$ cat src/rtl/seq_pkg.sv
// Shared types and widths for the serial pattern transmitter.
package seq_pkg;

   localparam int PAT_W_DEF = 8;
   localparam int REP_W     = 4;
   localparam int GAP_W     = 4;

   typedef enum logic [1:0] {
      IDLE  = 2'd0,
      SHIFT = 2'd1,
      GAP   = 2'd2,
      DONE  = 2'd3
   } state_t;

   // Width of the bit index / length field for a given pattern width.
   function automatic int idx_w(input int pat_w);
      return $clog2(pat_w);
   endfunction

endpackage

$ cat src/rtl/seq_pattern_tx.sv
// Serial pattern transmitter: repeats a captured MSB-first pattern with idle gaps.
// One-cycle start latency; every output is registered.
module seq_pattern_tx
   import seq_pkg::*;
#(
   parameter int PAT_W = PAT_W_DEF
) (
   input  logic                    clk,
   input  logic                    rst,
   input  logic                    start,
   input  logic [PAT_W-1:0]        pat,
   input  logic [idx_w(PAT_W)-1:0] len,
   input  logic [REP_W-1:0]        reps,
   input  logic [GAP_W-1:0]        gap,
   output logic                    xout,
   output logic                    xvalid,
   output logic                    sof,
   output logic                    busy,
   output logic                    done
);

   localparam int LEN_W = idx_w(PAT_W);

   state_t           state;
   logic [LEN_W-1:0] idx;
   logic [REP_W-1:0] rep_cnt;
   logic [GAP_W-1:0] gap_cnt;
   logic [PAT_W-1:0] pat_q;
   logic [LEN_W-1:0] len_q;
   logic [GAP_W-1:0] gap_q;

   // idx is the index of the bit currently on xout; rep_cnt counts repetitions
   // still to start after the current one; gap_cnt counts gap cycles still to come.
   always_ff @(posedge clk) begin
      if (rst) begin
         state   <= IDLE;
         idx     <= '0;
         rep_cnt <= '0;
         gap_cnt <= '0;
         pat_q   <= '0;
         len_q   <= '0;
         gap_q   <= '0;
         xout    <= 1'b0;
         xvalid  <= 1'b0;
         sof     <= 1'b0;
         busy    <= 1'b0;
         done    <= 1'b0;
      end else begin
         sof  <= 1'b0;
         done <= 1'b0;
         case (state)
            IDLE: begin
               xout   <= 1'b0;
               xvalid <= 1'b0;
               busy   <= 1'b0;
               if (start) begin
                  pat_q <= pat;
                  len_q <= len;
                  gap_q <= gap;
                  if (reps != '0) begin
                     state   <= SHIFT;
                     idx     <= len;
                     rep_cnt <= reps - REP_W'(1);
                     xout    <= pat[len];
                     xvalid  <= 1'b1;
                     sof     <= 1'b1;
                     busy    <= 1'b1;
                  end else begin
                     state   <= DONE;
                     rep_cnt <= '0;
                     done    <= 1'b1;
                  end
               end
            end
            SHIFT: begin
               if (idx != '0) begin
                  idx  <= idx - LEN_W'(1);
                  xout <= pat_q[idx - LEN_W'(1)];
               end else if (rep_cnt == '0) begin
                  state  <= DONE;
                  xout   <= 1'b0;
                  xvalid <= 1'b0;
                  busy   <= 1'b0;
                  done   <= 1'b1;
               end else if (gap_q != '0) begin
                  state   <= GAP;
                  gap_cnt <= gap_q - GAP_W'(1);
                  xout    <= 1'b0;
                  xvalid  <= 1'b0;
               end else begin
                  idx     <= len_q;
                  rep_cnt <= rep_cnt - REP_W'(1);
                  xout    <= pat_q[len_q];
                  sof     <= 1'b1;
               end
            end
            GAP: begin
               if (gap_cnt == '0) begin
                  state   <= SHIFT;
                  idx     <= len_q;
                  rep_cnt <= rep_cnt - REP_W'(1);
                  xout    <= pat_q[len_q];
                  xvalid  <= 1'b1;
                  sof     <= 1'b1;
               end else begin
                  gap_cnt <= gap_cnt - GAP_W'(1);
               end
            end
            DONE: begin
               state  <= IDLE;
               xout   <= 1'b0;
               xvalid <= 1'b0;
               busy   <= 1'b0;
            end
            default: state <= IDLE;
         endcase
      end
   end

endmodule

$ cat config.mk
export PLATFORM = sky130hd
export DESIGN_NAME = seq_pattern_tx
export DESIGN_NICKNAME = d
export VERILOG_FILES = /design/src/rtl/seq_pkg.sv /design/src/rtl/seq_pattern_tx.sv
export SDC_FILE = /design/constraint.sdc
export NUM_CORES = 1
export LEC_CHECK = 0
export ABC_AREA = 0
export CORE_ASPECT_RATIO = 1.2
export CORE_MARGIN = 4
export CORE_UTILIZATION = 40
export DETAILED_ROUTE_END_ITERATION = 7
export HOLD_SLACK_MARGIN = 0.06
export PLACE_DENSITY = 0.59
export RECOVER_POWER = 100
export SYNTH_ARGS = -nofsm -noshare
export SYNTH_HDL_FRONTEND = slang
export SYNTH_SLANG_ARGS = --single-unit
$ cat constraint.sdc
create_clock -name clk -period 6.5 [get_ports clk]
set_clock_uncertainty 0.1 [all_clocks]
set_input_delay 1.625 -clock clk [delete_from_list [all_inputs] [get_ports clk]]
set_output_delay 1.625 -clock clk [all_outputs]
set_load 0.05 [all_outputs]
==> results by group <==
Outcome
  – Outcome: finished, final reports clean

Flow run
  – Max-cap violations: 0

Timing
  – Min Clock Period, post-route: 3.770 ns
  – Least-Margin Pin Slew: 1.491 ns
  – Ratio of final minimum period to clock period: between 50% and 60%
  – Fin. Hold Viols: 0
  – Worst Hold Slack: approximately 0.36 ns
  – Pins over their slew limit: 0
  – Worst setup margin: 2.730 ns
  – Remaining max-slew budget at the tightest pin: 0.5669%
  – Setup repair after global routing missed its margin: no
  – Setup violations, final: 0
  – Final-layout setup total negative slack: 0 ns
  – Max frequency: between 0.2 and 0.3 GHz

Global routing
  – Met1 capacity usage during global routing: 20.96%
  – Total routing resource utilization after global routing: 15.96%
  – First-pass GRT wire length: just under 8 mm
  – GRT busiest layer: met2
  – Antenna violations before repair: 0
  – Pin count of the biggest net entering global routing: 32
  – Global routing usage on met2: approximately 26%
  – Grt met3 use: 3.318%
  – Vias in the first global route: approximately 1600
  – Overall overflow remaining after global route: 0

Logic synthesis
  – EDFF count, synth: 0
  – Synth Net Count: around 270
  – Most area-hungry cell type in the Yosys netlist: sky130_fd_sc_hd__dfxtp_1
  – Number of distinct library cells after synthesis: 48
  – Synth async-reset ratio: 0%
  – Combined area of all synthesized cells: 1969 sq um
  – Synth top area cells: sky130_fd_sc_hd__dfxtp_1 (34%), sky130_fd_sc_hd__nand2_1 (7.8%), sky130_fd_sc_hd__a21oi_1 (6.9%)
  – Most used flip-flop cell after synthesis: sky130_fd_sc_hd__dfxtp_1
  – Post-Synthesis Cells: 236
  – Top cell type's share of synthesized area: roughly a third
  – Flip-flop and latch count after synthesis: 33
  – Synthesis Warnings: 0
  – Average cell area after synthesis: 8.345 sq um
  – Part of the Yosys area used for sequential elements: between 30% and 40%

Clock network
  – PostCTS Resize Cnt: 0
  – CTS tree: built
  – Maximum buffer depth of the clock tree: 2
  – TritonCTS sink count: 33
  – Post-CTS Repair Setup Buffers: 0
  – Clk Latency, worst-skew pair: 0.29 ns
  – Buffer cell driving the clock tree root: sky130_fd_sc_hd__clkbuf_8
  – Clock buffer count from CTS: 5
  – CTS hold repair buffers: 0
  – Depth of the CTS H-tree: 2
  – Register clock-pin slew on the reported worst setup and hold paths: 0.07 ns

Pwr
  – Maximum resistive drop on vdd: 0.1512 mV
  – Power density over the cells: 411.9 nW/um^2
  – Static leakage: between 0.8 and 0.9 nW

Floorplan
  – Starting Density: between 40% and 50%
  – Area of the placeable core: 4662 sq um
  – Std-Cell Rows: 27
  – Ports: 27
  – Floorplan die width: about 72 um
  – Total die area: 6115 sq um
  – Chip height: ~85 um

Detailed routing
  – Drt wl/cell: 15.08 um
  – Detailed Route WL: 4.779 mm
  – Ratio of routed vias to standard cells: 5.713
  – DRC violation count after routing: 0
  – Total number of vias: 1811
  – Iteration-0 DRC Markers: 83
  – Number of nets with antenna violations after detailed routing: 0
  – Detailed Routing Iterations Pass 1: 4

Setup path
  – Arrival time worst endpoint: around 3.9 ns
  – Data required time at the worst endpoint: 6.59 ns
  – Worst setup path category: in -> reg
  – Maximum net fanout on the critical path: 31
  – CP endpoint kind: register
  – Kind of start point of the critical path: input port

Hold path
  – Worst min path class: reg -> reg

Final layout
  – Leading cell type in the layout, fill and taps excluded: sky130_fd_sc_hd__nand2_1
  – Flip-flop and latch area: 660.6 sq um
  – Final antenna diode count: 0
  – Area added between synthesis and finish: 19.00%
  – Final core utilization: 50.27%
  – Leading cell types in the layout, fill and taps excluded: sky130_fd_sc_hd__nand2_1 (41), sky130_fd_sc_hd__dfxtp_1 (33), sky130_fd_sc_hd__a21oi_1 (27)
  – Area occupied by multi-input gates: 1219 sq um
  – Fraction of layout instances using a drive strength above 1: 8.494%
  – FILL cells: 480
  – Number of nets in the finished design: 289

Place
  – Routability-driven placement congestion ratio: 0.8300
  – Setup slack after placement: 2.965 ns
  – Port Buffer Count: 26
  – Detailed placer's ending HPWL: 3.525 mm
registers in the layout (all words and copies together) (netlist names):
name,count
pat_q,8
gap_cnt,4
gap_q,4
rep_cnt,4
idx,3
len_q,3
state,2
busy,1
done,1
sof,1
xout,1
xvalid,1
path summary, 6_finish.rpt:
check / startpoint / to / slack [ns] / cells after the start
max: rst / idx[2] / 2.73 / 4
min: idx[1] / idx[1] / 0.36 / 2
max reg2reg: state[1] / gap_cnt[3] / 4.03 / 7
min reg2reg: idx[1] / idx[1] / 0.36 / 2
routing by layer:
layer,up-vias,wire [um]
met1,857,2254
met5,-,0
met3,10,200
met2,39,2224
met4,0,99
li1,905,-
power breakdown:
| part | leakage [nW] | total, W | switching [W] | internal [W] |
|---|---|---|---|---|
| registers | 0.271 | 0.000309 | 0.0000520 | 0.000257 |
| logic | 0.562 | 0.000504 | 0.000296 | 0.000207 |
| clock network | 0.0439 | 0.000153 | 0.0000792 | 0.0000738 |
metrics by stage:
stage,cell area [sq um],instances,power [W]
final,2344,317,0.0009653
after global routing,2344,317,0.001044
after CTS,2347,317,0.0009771
after detailed placement,2261,309,0.0008222
after global placement,2261,309,0.0008235
after floorplan,1969,236,0.0006996
worst max-delay path, stage by stage:
cell and delay (ns):
sky130_fd_sc_hd__dlygate4sd3_1 0.52, sky130_fd_sc_hd__clkbuf_1 1.08, sky130_fd_sc_hd__inv_1 0.30, sky130_fd_sc_hd__a31o_2 0.32
layout make-up:
class                           count  area share [%]
Sequential cell                    33           28.19
Clock inverter                      3          0.7475
Clock buffer                        5           2.936
Multi-Input combinational cell    180           52.00
Tap cell                           58           3.097
Inverter                           11           1.762
Timing Repair Buffer               27           11.27
logic make-up after synthesis:
logic type                 after synthesis  share of synthesized area (%)
adders and majority gates                9                          5.718
buffers and inverters                   23                          4.574
DFF                                     33                          33.54
muxes                                   17                          12.45
xor gates and xnor gates                 1                         0.4448
and+or+nand+nor                         89                          21.79
AOI/OAI and AO/OA                       64                          21.48
cell usage after synthesis, types with 6 or more instances:
cell and instances:
sky130_fd_sc_hd__a21oi_1 27, sky130_fd_sc_hd__clkbuf_1 8, sky130_fd_sc_hd__dfxtp_1 33, sky130_fd_sc_hd__o21ai_0 10, sky130_fd_sc_hd__mux2i_1 11, sky130_fd_sc_hd__mux4_2 6
sky130_fd_sc_hd__nand3_1 7, sky130_fd_sc_hd__nor2_1 14, sky130_fd_sc_hd__inv_1 11, sky130_fd_sc_hd__ha_1 9, sky130_fd_sc_hd__nand2_1 41
Note: power is estimated with default switching activity, not from simulation.
